===== config.mk =====
export PLATFORM = sky130hd
export DESIGN_NAME = fwd_scoreboard
export DESIGN_NICKNAME = d
export VERILOG_FILES = /design/src/rtl/pipe_pkg.sv /design/src/rtl/fwd_port_match.sv /design/src/rtl/fwd_scoreboard.sv
export SDC_FILE = /design/constraint.sdc
export NUM_CORES = 1
export LEC_CHECK = 0
export ABC_AREA = 1
export CORE_AREA = 2 2 72 74
export CTS_CLUSTER_DIAMETER = 40
export DETAILED_ROUTE_END_ITERATION = 8
export DIE_AREA = 0 0 74 76
export PLACE_DENSITY_LB_ADDON = 0.1
export SYNTH_ARGS = -nofsm -noshare
export SYNTH_HDL_FRONTEND = slang
export SYNTH_SLANG_ARGS = --single-unit

===== constraint.sdc =====
create_clock -name clk -period 1.9 [get_ports clk]
set_input_delay 0.285 -clock clk [delete_from_list [all_inputs] [get_ports clk]]
set_output_delay 0.285 -clock clk [all_outputs]
set_load 0.05 [all_outputs]

===== src/rtl/pipe_pkg.sv =====
// Shared pipeline types for the forwarding scoreboard: stage indices,
// per-stage entry record, forward-select encoding and select-width helper.
package pipe_pkg;

  typedef enum int unsigned {
    STG_E = 0,
    STG_M = 1,
    STG_W = 2
  } stage_e;

  // fwd_sel value meaning "take the operand from the register file"
  localparam int unsigned FWD_RF = 0;

  typedef struct packed {
    logic       valid;
    logic [4:0] a3;
    logic [1:0] tnew;
  } entry_t;

  // Width of one fwd_sel field: register file plus one code per stage
  function automatic int unsigned fwd_sw(input int unsigned depth);
    return $clog2(depth + 1);
  endfunction

endpackage


===== src/rtl/fwd_port_match.sv =====
// Match/priority logic for a single decode read port: finds the youngest
// in-flight writer of the source register and decides forward vs stall.
module fwd_port_match
  import pipe_pkg::*;
#(
  parameter int unsigned DEPTH = 3,
  parameter int unsigned SW    = fwd_sw(DEPTH)
) (
  input  entry_t [DEPTH-1:0] ent,
  input  logic [4:0]         addr,
  input  logic [1:0]         tuse,
  output logic [SW-1:0]      sel,
  output logic               stall_req
);

  logic found;

  // Scan from E outward; the first hit is the youngest writer and masks older ones
  always_comb begin
    sel       = SW'(FWD_RF);
    stall_req = 1'b0;
    found     = 1'b0;
    for (int unsigned k = 0; k < DEPTH; k++) begin
      if (!found && ent[k].valid && (ent[k].a3 == addr) && (addr != 5'd0)) begin
        found = 1'b1;
        if (ent[k].tnew == 2'd0) begin
          sel = SW'(k + 1);
        end
        if (ent[k].tnew > tuse) begin
          stall_req = 1'b1;
        end
      end
    end
  end

endmodule


===== src/rtl/fwd_scoreboard.sv =====
// Forwarding/hazard scoreboard: tracks destination registers of the
// post-decode stages, selects forward sources for each decode read port,
// and raises stall on unresolved data hazards or a busy mult/div unit.
module fwd_scoreboard
  import pipe_pkg::*;
#(
  parameter  int unsigned NRD     = 2,
  parameter  int unsigned DEPTH   = 3,
  parameter  int unsigned MUL_LAT = 5,
  parameter  int unsigned DIV_LAT = 10,
  localparam int unsigned SW      = fwd_sw(DEPTH)
) (
  input  logic              clk,
  input  logic              reset_n,
  input  logic              iss_we,
  input  logic [4:0]        iss_a3,
  input  logic [1:0]        iss_tnew,
  input  logic [NRD*5-1:0]  rd_addr,
  input  logic [NRD*2-1:0]  rd_tuse,
  input  logic              md_use,
  input  logic              md_start,
  input  logic              md_is_div,
  input  logic              flush_e,
  output logic [NRD*SW-1:0] fwd_sel,
  output logic              stall,
  output logic              md_busy
);

  localparam int unsigned MAX_LAT = (DIV_LAT > MUL_LAT) ? DIV_LAT : MUL_LAT;
  localparam int unsigned CW      = $clog2(MAX_LAT + 1);

  entry_t [DEPTH-1:0] ent;
  logic   [CW-1:0]    md_cnt;
  logic   [NRD-1:0]   port_stall;

  for (genvar p = 0; p < NRD; p++) begin : g_port
    fwd_port_match #(
      .DEPTH (DEPTH),
      .SW    (SW)
    ) u_match (
      .ent       (ent),
      .addr      (rd_addr[p*5 +: 5]),
      .tuse      (rd_tuse[p*2 +: 2]),
      .sel       (fwd_sel[p*SW +: SW]),
      .stall_req (port_stall[p])
    );
  end

  assign md_busy = (md_cnt != '0);
  assign stall   = (|port_stall) | (md_use & (md_busy | md_start));

  // Stage shift: E loads the decode instruction or a bubble; older stages age and W drops off
  always_ff @(posedge clk or negedge reset_n) begin
    if (!reset_n) begin
      ent <= '0;
    end else begin
      if (stall || flush_e) begin
        ent[0] <= '0;
      end else begin
        ent[0].valid <= iss_we && (iss_a3 != 5'd0);
        ent[0].a3    <= iss_a3;
        ent[0].tnew  <= iss_tnew;
      end
      for (int unsigned k = 1; k < DEPTH; k++) begin
        ent[k].valid <= ent[k-1].valid;
        ent[k].a3    <= ent[k-1].a3;
        ent[k].tnew  <= (ent[k-1].tnew != 2'd0) ? ent[k-1].tnew - 2'd1 : 2'd0;
      end
    end
  end

  // Mult/div busy counter; a start while busy is ignored
  always_ff @(posedge clk or negedge reset_n) begin
    if (!reset_n) begin
      md_cnt <= '0;
    end else if (md_start && !md_busy) begin
      md_cnt <= md_is_div ? CW'(DIV_LAT) : CW'(MUL_LAT);
    end else if (md_busy) begin
      md_cnt <= md_cnt - 1'b1;
    end
  end

endmodule

### Word-level counts from Yosys, hierarchy flattened

Index checks and enable logic that the tools add are counted.

* register bits: 28
* latch bits: 0
* logic and storage cells: 96
* input port bits: 28
* memories: 0
* memory bits (writable): 0
* memory bits (read-only): 0
* output and inout bits: 6

* equal/unequal tests: 6
* div/mod/pow operators: 0
* multiplexer cells: 33
* bitwise gates (word level): 3
* reduce and logical (&&, ||, !) cells: 35
* shift-type cells: 0
* $add $sub $neg: 3
* magnitude comparators: 6
* $mul: 0

Operator list (number)
* $eq A5 B5 Y1: 6
* $mux W2: 11
* $logic_and A1 B1 Y1: 18
* $mux W1: 18
* $reduce_bool A5 Y1: 3
* $gt A2 B2 Y1: 6
* $mux W4: 3
* $mux W8: 1
* $logic_not A2 Y1: 3
* $reduce_bool A2 Y1: 3
* $logic_not A1 Y1: 5
* $reduce_bool A4 Y1: 1
* $sub A2 B1 Y2 const B: 2
* $sub A4 B1 Y4 const B: 1
* $or A1 B1 Y1: 2
* $reduce_or A2 Y1: 1
* $and A1 B1 Y1: 1
* $logic_or A1 B1 Y1: 1

### Logic depth before layout (Yosys ltp)

Gate-level depths: netlist of run 1.

* depth in word-level cells: 18
* depth in mapped cells: 12
* depth with buffers taken out: 12

### By module

From an unflattened synthesis of run 1, not the netlist that was laid out.

* cells, all modules: 330
* area total of the unflattened synthesis: 2128.3 µm²

By module, submodules not included
* fwd_port_match: area an instance 570.5 µm², instances 2, seq. area each 0.0 µm², cells each 121
* fwd_scoreboard: area an instance 987.2 µm², instances 1, seq. area each 700.7 µm², cells each 88

### Least setup slack after synthesis of run 1

No wires, ideal clock.

* path type: register to output
* from: register, netlist name ent[4]
* to: output port fwd_sel[0]
* stages on the path, launching flop included: 8
* slack: -0.392 ns
* arrival: 2.007 ns
* data required time: 1.615 ns
* path through: dfrtp_1 > inv_1 > nand2_1 > nand2_1 > nand3_1 > nor2_4 > nand2_4 > o31ai_1

* longest elaborated chain between the ends: 14
* elaborated cells on any way between the ends: 18

Ends and longest elaborated chain
* $eq A5 B5 Y1 (*): line fwd_port_match.sv:24 `if (!found && ent[k].valid && (ent[k].a3 == addr) && (addr != 5'd0)) begin`
* $logic_and A1 B1 Y1 (*) (2 in a row): line fwd_port_match.sv:24
* $mux W1: line fwd_port_match.sv:24
* $logic_not A1 Y1: line fwd_port_match.sv:24
* $logic_and A1 B1 Y1 (3 in a row): line fwd_port_match.sv:24
* $mux W1: line fwd_port_match.sv:24
* $logic_not A1 Y1: line fwd_port_match.sv:24
* $logic_and A1 B1 Y1 (3 in a row): line fwd_port_match.sv:24
* $mux W2 (*): line fwd_port_match.sv:24
* to (decl): line fwd_scoreboard.sv:24 `output logic [NRD*SW-1:0] fwd_sel,`

Every way passes the cells marked *; elsewhere a longest branch is shown, timed or not.

### Worst setup path after layout of run 1

* from: register, netlist name ent[20]
* to: output port fwd_sel[0]

* longest elaborated chain between the ends: 4

Ends and longest elaborated chain (line)
* $eq A5 B5 Y1: fwd_port_match.sv:24
* $logic_and A1 B1 Y1 (2 in a row): fwd_port_match.sv:24
* $mux W2: fwd_port_match.sv:24

Every way passes these cells.

==> flow_results.xml, run 1 <==
<?xml version="1.0" encoding="UTF-8"?>
<metrics>
  <group name="outcome">
    <metric name="run_status" unit="">complete, but fails checks</metric>
    <metric name="violations" unit="">setup timing</metric>
  </group>
  <group name="route">
    <metric name="route.detailed.drc" unit="">0</metric>
    <metric name="ant_nets" unit="">0</metric>
    <metric name="route.detailed.wl_per_inst" unit="µm">11.8</metric>
    <metric name="wirelength" unit="µm">5080</metric>
    <metric name="firstDrtPassIters" unit="">4</metric>
    <metric name="dr_vias" unit="">2040</metric>
    <metric name="drt_initial_violations" unit="">134</metric>
    <metric name="vias_per_cell" unit="">4.76</metric>
  </group>
  <group name="logic_synthesis">
    <metric name="synth.ff_latch_count" unit="">28</metric>
    <metric name="yosysSeqAreaShare" unit="%">33.5</metric>
    <metric name="post_synth_inst_count" unit="">306</metric>
    <metric name="count_of_synthesis_stage_warnings_from_yosys" unit="">0</metric>
    <metric name="syn_area" unit="µm²">2090</metric>
    <metric name="netlist_cell_types" unit="">24</metric>
    <metric name="postSynthNetCount" unit="">348</metric>
    <metric name="postSynthAreaPerCell" unit="µm²">6.84</metric>
  </group>
  <group name="hold_path">
    <metric name="min_path_type" unit="">in -&gt; async</metric>
  </group>
  <group name="placed_design">
    <metric name="pre_cts_slack" unit="ns">-0.333</metric>
    <metric name="dpl_cell_area" unit="µm²">2670</metric>
    <metric name="port-buffer-count" unit="">33</metric>
    <metric name="gp_congestion" unit="">0.901</metric>
    <metric name="placed_cells" unit="">419</metric>
    <metric name="hpwlAfterDp" unit="µm">3960</metric>
  </group>
  <group name="setup_path">
    <metric name="max_stage_delay" unit="ns">0.40</metric>
    <metric name="timing.critical_path.mode_cell" unit="">sky130_fd_sc_hd__nand2_1</metric>
    <metric name="r2r.worst_path.cells" unit="">10</metric>
    <metric name="worst_ep_arrival_time" unit="ns">1.72</metric>
    <metric name="setup.worst_path.class" unit="">reg -&gt; out</metric>
    <metric name="timing.critical_path.fanout_max" unit="">3</metric>
    <metric name="endpoint_kind" unit="">output pin</metric>
    <metric name="timing.critical_path.cells" unit="">inv_1, nand2_1, nand2_1, nor2_1, nand2_2, nor2_4, nand4_1, o31ai_4, buf_12</metric>
    <metric name="critPathRequiredTime" unit="ns">1.62</metric>
    <metric name="timing.reg2reg.setup_slack" unit="ns">0.13</metric>
    <metric name="worstReg2RegEnd" unit="">ent[7]</metric>
    <metric name="buffers_and_inverters_on_the_worst_path" unit="">2</metric>
    <metric name="slowest_stage" unit="">sky130_fd_sc_hd__dfrtp_1</metric>
    <metric name="start_kind" unit="">register</metric>
    <metric name="worstReg2RegStart" unit="">ent[1]</metric>
    <metric name="worst_path_top_cell_family_by_delay" unit="">simple AND/OR/NAND/NOR gates</metric>
  </group>
  <group name="grt">
    <metric name="grt_antenna_before_repair" unit="">0</metric>
    <metric name="number_of_global_route_vias_before_repair" unit="">1972</metric>
    <metric name="wire_length_of_the_first_global_routing_pass" unit="µm">8830</metric>
    <metric name="grt_max_degree" unit="">29</metric>
    <metric name="global_route.overflow_total" unit="">0</metric>
    <metric name="grt_usage" unit="%">19.9</metric>
  </group>
  <group name="cts">
    <metric name="clock_path_buffers" unit="">2</metric>
    <metric name="clkLatencyLatePin" unit="ns">0.27</metric>
    <metric name="numCtsBuffers" unit="">3</metric>
    <metric name="clock_transition_time_at_the_flip_flop_clock_pins_of_the_worst_setup_and_hold_paths" unit="ns">0.09</metric>
    <metric name="clock_sinks" unit="">28</metric>
    <metric name="cts_tree" unit="">yes</metric>
    <metric name="ctsHoldBuffers" unit="">0</metric>
    <metric name="clk_root_buffer_cell" unit="">sky130_fd_sc_hd__clkbuf_8</metric>
    <metric name="htreeDepth" unit="">1</metric>
  </group>
  <group name="floorplan">
    <metric name="placeableCoreArea" unit="µm²">4910</metric>
    <metric name="ios" unit="">34</metric>
    <metric name="die_h" unit="µm">76</metric>
    <metric name="initial_core_util" unit="%">42.6</metric>
    <metric name="die-width" unit="µm">74</metric>
    <metric name="die_area" unit="µm²">5620</metric>
    <metric name="rows" unit="">26</metric>
  </group>
  <group name="timing">
    <metric name="timing_max_transition_violations_final" unit="">0</metric>
    <metric name="max_slew.worst_pin.slew" unit="ns">0.350</metric>
    <metric name="layout_setup_ws" unit="ns">-0.107</metric>
    <metric name="report.final.setup_viol" unit="">5</metric>
    <metric name="timing.max_slew.rel_slack" unit="%">76.7</metric>
    <metric name="hold_viol_final" unit="">0</metric>
    <metric name="skew" unit="ns">0.00267</metric>
    <metric name="max_freq" unit="MHz">498</metric>
    <metric name="grt_setup_unrepaired" unit="">true</metric>
    <metric name="part_of_the_cycle_the_worst_path_needs" unit="%">106</metric>
    <metric name="min_period" unit="ns">2.01</metric>
  </group>
  <group name="final_layout">
    <metric name="most_frequent_cells_in_the_layout" unit="">sky130_fd_sc_hd__nand2_1 (97), sky130_fd_sc_hd__inv_1 (37), sky130_fd_sc_hd__inv_2 (22), sky130_fd_sc_hd__dfrtp_1 (22), sky130_fd_sc_hd__nor2_2 (21)</metric>
    <metric name="layout-drive-gt1-share" unit="%">35.1</metric>
    <metric name="num_antenna_cells" unit="">0</metric>
    <metric name="final_area" unit="µm²">2990</metric>
    <metric name="syn_to_final_growth" unit="%">43.1</metric>
    <metric name="nets" unit="">403</metric>
    <metric name="instances_no_fill" unit="">429</metric>
    <metric name="layout.cells.most_common" unit="">sky130_fd_sc_hd__nand2_1</metric>
  </group>
  <group name="job">
    <metric name="max-cap-violations" unit="">0</metric>
  </group>
  <group name="power_and_ir_drop">
    <metric name="pwr_density_cell" unit="nW/µm²">602</metric>
    <metric name="total_leakage_power" unit="nW">1.46</metric>
    <metric name="highest_ir_drop_seen_on_vdd" unit="mV">0.537</metric>
  </group>
</metrics>
[cell families after synthesis]
group                      count (synthesis)  synth area share [%]
xor gates and xnor gates                   3                  1.26
AOI/OAI and AO/OA                         20                  5.86
buffers and inverters                     59                  10.6
and+or+nand+nor                          182                  40.4
DFF                                       28                  33.5
adders and majority gates                 14                  8.37
[stage by stage]
step	hold slack, ns	power, mW	setup TNS (ns)	utilization [%]
6_report	0.365	1.80	-0.408	60.9
3_5_place_dp	0.414	1.38	-3.48	54.4
5_1_grt	0.398	1.95	-0.849	60.9
4_1_cts	0.395	1.75	-0.368	58.7
2_1_floorplan	-0.0106	1.13	0	-
3_3_place_gp	0.414	1.37	-3.35	54.4
[final cells by class]
type,instances,area (µm²)
Clock buffer,3,41.3
Fill cell,460,1920
Inverter,59,221
Multi-Input combinational cell,219,1430
Sequential cell,28,708
Tap cell,70,87.6
Timing Repair Buffer,50,503
[power by group]
part | total (mW) | switching [mW] | leakage [nW] | internal (mW)
sequential | 0.733 | 0.0606 | 0.362 | 0.673
clock | 0.328 | 0.185 | 0.0216 | 0.143
combinational | 0.742 | 0.405 | 1.07 | 0.336
total | 1.80 | 0.651 | 1.46 | 1.15
[sequential cells by signal, summed over array words and instances, names as in the netlist]
| register | count |
|---|---|
| md_cnt | 4 |
| ent | 24 |
[cell usage after synthesis]
master,number,area [µm²]
sky130_fd_sc_hd__clkinv_1,1,3.75
sky130_fd_sc_hd__nand2_4,1,11.3
sky130_fd_sc_hd__nor2_4,5,56.3
sky130_fd_sc_hd__nand2_1,107,402
sky130_fd_sc_hd__inv_1,49,184
sky130_fd_sc_hd__xor2_1,1,8.76
sky130_fd_sc_hd__nand3_4,1,17.5
sky130_fd_sc_hd__o31ai_1,2,15.0
sky130_fd_sc_hd__dfrtp_1,28,701
sky130_fd_sc_hd__o21ai_0,5,25.0
sky130_fd_sc_hd__nand4_1,8,50.1
sky130_fd_sc_hd__nor2_2,13,81.3
sky130_fd_sc_hd__a21boi_2,1,11.3
sky130_fd_sc_hd__nand3_2,5,50.1
sky130_fd_sc_hd__o221ai_1,1,8.76
sky130_fd_sc_hd__a21boi_1,1,7.51
sky130_fd_sc_hd__nand2_2,3,18.8
sky130_fd_sc_hd__ha_1,14,175
sky130_fd_sc_hd__a21oi_1,8,40.0
sky130_fd_sc_hd__nor2_1,29,109
sky130_fd_sc_hd__inv_2,9,33.8
sky130_fd_sc_hd__o211ai_1,2,15.0
sky130_fd_sc_hd__nand3_1,10,50.1
sky130_fd_sc_hd__xnor2_1,2,17.5
[metal layers]
metal  GRT usage (%)  wire, µm
met5               0         0
met4            5.64        68
met3            2.78       150
met2            30.9      2440
met1            28.8      2420
[repair_timing]
item,4_1_cts,5_1_grt
resized for setup,50,33
pin swaps,23,15
buffers inserted,4,3
endpoints found under the setup margin,5,13
[worst reg2reg max path: cells and delay by family, from the launching register on]
kind / cells / cell delay, ns
buffers and inverters: 2 / 0.25
AO/OA/AOI/OAI: 2 / 0.20
AND/OR/NAND/NOR: 5 / 0.45
flip-flops: 1 / 0.47
adder cells (fa/ha/maj): 1 / 0.30
[worst max-delay path by stage]
stage          slack [ns]  cells after the start         end  startpoint
2_1_floorplan        0.04                      7  fwd_sel[0]      ent[4]
3_3_place_gp        -0.32                     11       stall  rd_addr[8]
3_5_place_dp        -0.33                     11       stall  rd_addr[8]
4_1_cts             -0.10                      9       stall     ent[17]
5_1_grt             -0.21                     10       stall   md_cnt[0]
6_report            -0.11                      9  fwd_sel[0]     ent[20]
Power figures use the tool's default switching activity.
==> run 2, diff against run 1 <==
==> constraint.sdc (replaced) <==
create_clock -name clk -period 1.9 [get_ports clk]
set_input_delay 0.285 -clock clk [delete_from_list [all_inputs] [get_ports clk]]
set_output_delay 0.285 -clock clk [all_outputs]
set_load 0.005 [all_outputs]
==> flow_results.xml, run 2 (synthesis gave the netlist of run 1 again) <==
<?xml version="1.0" encoding="UTF-8"?>
<metrics>
  <group name="outcome">
    <metric name="run_status" unit="">complete, but fails checks</metric>
    <metric name="violations" unit="">setup timing</metric>
  </group>
  <group name="timing">
    <metric name="max_slew.worst_pin.slew" unit="ns">0.374</metric>
    <metric name="max_freq" unit="MHz">493</metric>
    <metric name="min_period" unit="ns">2.03</metric>
    <metric name="skew" unit="ns">0.00371</metric>
    <metric name="timing.max_slew.rel_slack" unit="%">75.1</metric>
    <metric name="grt_setup_unrepaired" unit="">true</metric>
    <metric name="report.final.setup_viol" unit="">5</metric>
    <metric name="hold_viol_final" unit="">0</metric>
    <metric name="part_of_the_cycle_the_worst_path_needs" unit="%">107</metric>
    <metric name="timing_max_transition_violations_final" unit="">0</metric>
    <metric name="layout_setup_ws" unit="ns">-0.130</metric>
  </group>
  <group name="cts">
    <metric name="cts_tree" unit="">yes</metric>
    <metric name="clk_root_buffer_cell" unit="">sky130_fd_sc_hd__clkbuf_8</metric>
    <metric name="numCtsBuffers" unit="">3</metric>
    <metric name="clkLatencyLatePin" unit="ns">0.28</metric>
    <metric name="clock_transition_time_at_the_flip_flop_clock_pins_of_the_worst_setup_and_hold_paths" unit="ns">0.10</metric>
    <metric name="clock_path_buffers" unit="">2</metric>
    <metric name="clock_sinks" unit="">28</metric>
    <metric name="htreeDepth" unit="">1</metric>
  </group>
  <group name="final_layout">
    <metric name="layout.cells.most_common" unit="">sky130_fd_sc_hd__nand2_1</metric>
    <metric name="largest_register_ffs" unit="">24</metric>
    <metric name="layout-drive-gt1-share" unit="%">31.6</metric>
    <metric name="num_antenna_cells" unit="">0</metric>
    <metric name="instances_no_fill" unit="">446</metric>
    <metric name="most_frequent_cells_in_the_layout" unit="">sky130_fd_sc_hd__nand2_1 (101), sky130_fd_sc_hd__inv_1 (42), sky130_fd_sc_hd__buf_4 (30), sky130_fd_sc_hd__dfrtp_1 (27), sky130_fd_sc_hd__nor2_2 (21)</metric>
    <metric name="syn_to_final_growth" unit="%">42.5</metric>
    <metric name="top_register" unit="">ent</metric>
    <metric name="nets" unit="">419</metric>
    <metric name="num-fill-cells" unit="">460</metric>
    <metric name="largestRegisters" unit="">ent: 24 flops, md_cnt: 4 flops</metric>
  </group>
  <group name="power_and_ir_drop">
    <metric name="clkPwrFrac" unit="%">21.8</metric>
    <metric name="comb_power_share" unit="%">37.6</metric>
    <metric name="power.total" unit="mW">1.79</metric>
    <metric name="total_leakage_power" unit="nW">1.54</metric>
    <metric name="highest_ir_drop_seen_on_vdd" unit="mV">0.415</metric>
    <metric name="switching_share" unit="%">33.2</metric>
    <metric name="pwr_density_cell" unit="nW/µm²">600</metric>
    <metric name="internal_power" unit="mW">1.19</metric>
    <metric name="switchingPower" unit="mW">0.594</metric>
    <metric name="share_seq_of_total_power" unit="%">40.6</metric>
  </group>
  <group name="placed_design">
    <metric name="placed_cells" unit="">425</metric>
    <metric name="hpwlAfterDp" unit="µm">3860</metric>
    <metric name="pre_cts_slack" unit="ns">-0.653</metric>
    <metric name="gp_congestion" unit="">0.869</metric>
    <metric name="port-buffer-count" unit="">33</metric>
  </group>
  <group name="setup_path">
    <metric name="endpoint_kind" unit="">output pin</metric>
    <metric name="worst_setup_path_startpoint" unit="">ent[21]</metric>
    <metric name="start_kind" unit="">register</metric>
    <metric name="worst_ep_arrival_time" unit="ns">1.75</metric>
    <metric name="critPathRequiredTime" unit="ns">1.62</metric>
    <metric name="setup.worst_path.class" unit="">reg -&gt; out</metric>
    <metric name="timing.critical_path.fanout_max" unit="">3</metric>
    <metric name="worstReg2RegStart" unit="">ent[14]</metric>
  </group>
  <group name="floorplan">
    <metric name="die_area" unit="µm²">5620</metric>
    <metric name="rows" unit="">26</metric>
    <metric name="die_h" unit="µm">76</metric>
    <metric name="die-width" unit="µm">74</metric>
    <metric name="placeableCoreArea" unit="µm²">4910</metric>
    <metric name="initial_core_util" unit="%">42.6</metric>
    <metric name="ios" unit="">34</metric>
  </group>
  <group name="grt">
    <metric name="grt_max_degree" unit="">29</metric>
    <metric name="grt_usage" unit="%">19.8</metric>
    <metric name="global_route.overflow_total" unit="">0</metric>
    <metric name="grt_antenna_before_repair" unit="">0</metric>
    <metric name="number_of_global_route_vias_before_repair" unit="">2012</metric>
    <metric name="wire_length_of_the_first_global_routing_pass" unit="µm">8710</metric>
  </group>
  <group name="route">
    <metric name="wirelength" unit="µm">5100</metric>
    <metric name="route.detailed.wl_per_inst" unit="µm">11.4</metric>
    <metric name="drt_initial_violations" unit="">103</metric>
    <metric name="firstDrtPassIters" unit="">4</metric>
    <metric name="route.detailed.drc" unit="">0</metric>
    <metric name="vias_per_cell" unit="">4.58</metric>
    <metric name="dr_vias" unit="">2042</metric>
    <metric name="ant_nets" unit="">0</metric>
  </group>
  <group name="job">
    <metric name="max-cap-violations" unit="">0</metric>
  </group>
  <group name="hold_path">
    <metric name="min_path_type" unit="">in -&gt; async</metric>
  </group>
</metrics>
-- run 2: cell types whose count changed in the layout (fill, tap and decap cells not counted), sizes merged --
| cell | previous run | this run |
|---|---|---|
| clkbuf | 3 | 5 |
| dlymetal6s2s | 0 | 3 |
| inv | 59 | 58 |
| dlygate4sd2 | 12 | 11 |
| clkinv | 0 | 1 |
| buf | 23 | 37 |
| clkdlybuf4s15 | 1 | 0 |
-- run 2: final cells by class --
class	instances	area (µm²)	area share [%]
multi-input cells	219	1360	45.5
well taps	70	87.6	2.94
inverters	59	223	7.47
repair buffers	66	558	18.7
flip-flops and latches	28	702	23.5
clock buffers	4	55.1	1.85
-- run 2: power groups by stage --
stage                     logic [mW]  clock network, mW  registers (mW)
after floorplan                0.338                  0           0.724
final                          0.671              0.390           0.726
after detailed placement       0.600                  0           0.733
after global routing           0.765              0.416           0.735
after CTS                      0.624              0.389           0.721
after global placement         0.589                  0           0.733
-- run 2: path summary, 6_finish.rpt --
check	depth (start not counted)	slack [ns]	end
min in group clk	0	0.44	ent[18]
hold reg to reg	0	0.44	ent[18]
setup reg to reg	14	0.10	ent[5]
max in group asynchronous	2	1.23	ent[1]
setup / recovery	12	-0.13	stall
hold / removal	2	0.37	ent[6]
-- run 2: per-stage QoR --
| stage | hold WS [ns] | utilization [%] | TNS [ns] | cell area [µm²] |
|---|---|---|---|---|
| 3_3_place_gp | 0.408 | 53.5 | -5.02 | 2630 |
| 4_1_cts | 0.395 | 58.5 | -0.370 | 2870 |
| 3_5_place_dp | 0.407 | 53.5 | -4.76 | 2630 |
| 6_report | 0.370 | 60.7 | -0.431 | 2980 |
| 5_1_grt | 0.427 | 60.7 | -1.06 | 2980 |
| 2_1_floorplan | -0.0106 | - | 0 | 2090 |
-- run 2: timing repair --
action / CTS / global route
hold buffers: 0 / 0
setup buffers: 13 / 5
resized for setup: 53 / 30
setup endpoints to repair: 5 / 7
pin swaps: 28 / 18
-- run 2: worst max-delay path: stages, from the launching register on --
cell	delay (ns)
sky130_fd_sc_hd__dfrtp_1	0.39
sky130_fd_sc_hd__inv_1	0.06
sky130_fd_sc_hd__nand2_1	0.06
sky130_fd_sc_hd__nand2_1	0.08
sky130_fd_sc_hd__nor2_2	0.14
sky130_fd_sc_hd__nand2_1	0.09
sky130_fd_sc_hd__nor2_2	0.11
sky130_fd_sc_hd__buf_4	0.13
sky130_fd_sc_hd__nand3_4	0.07
sky130_fd_sc_hd__nor2_4	0.10
sky130_fd_sc_hd__nor2_4	0.05
sky130_fd_sc_hd__nand2_1	0.06
sky130_fd_sc_hd__buf_2	0.11
-- run 2: routing by layer --
metal / up-vias / wire length (µm) / track usage, %
li1: 1080 / - / -
met1: 909 / 2370 / 27.2
met2: 47 / 2440 / 32.2
met3: 6 / 231 / 2.38
met4: 0 / 59 / 5.82
met5: - / 0 / 0
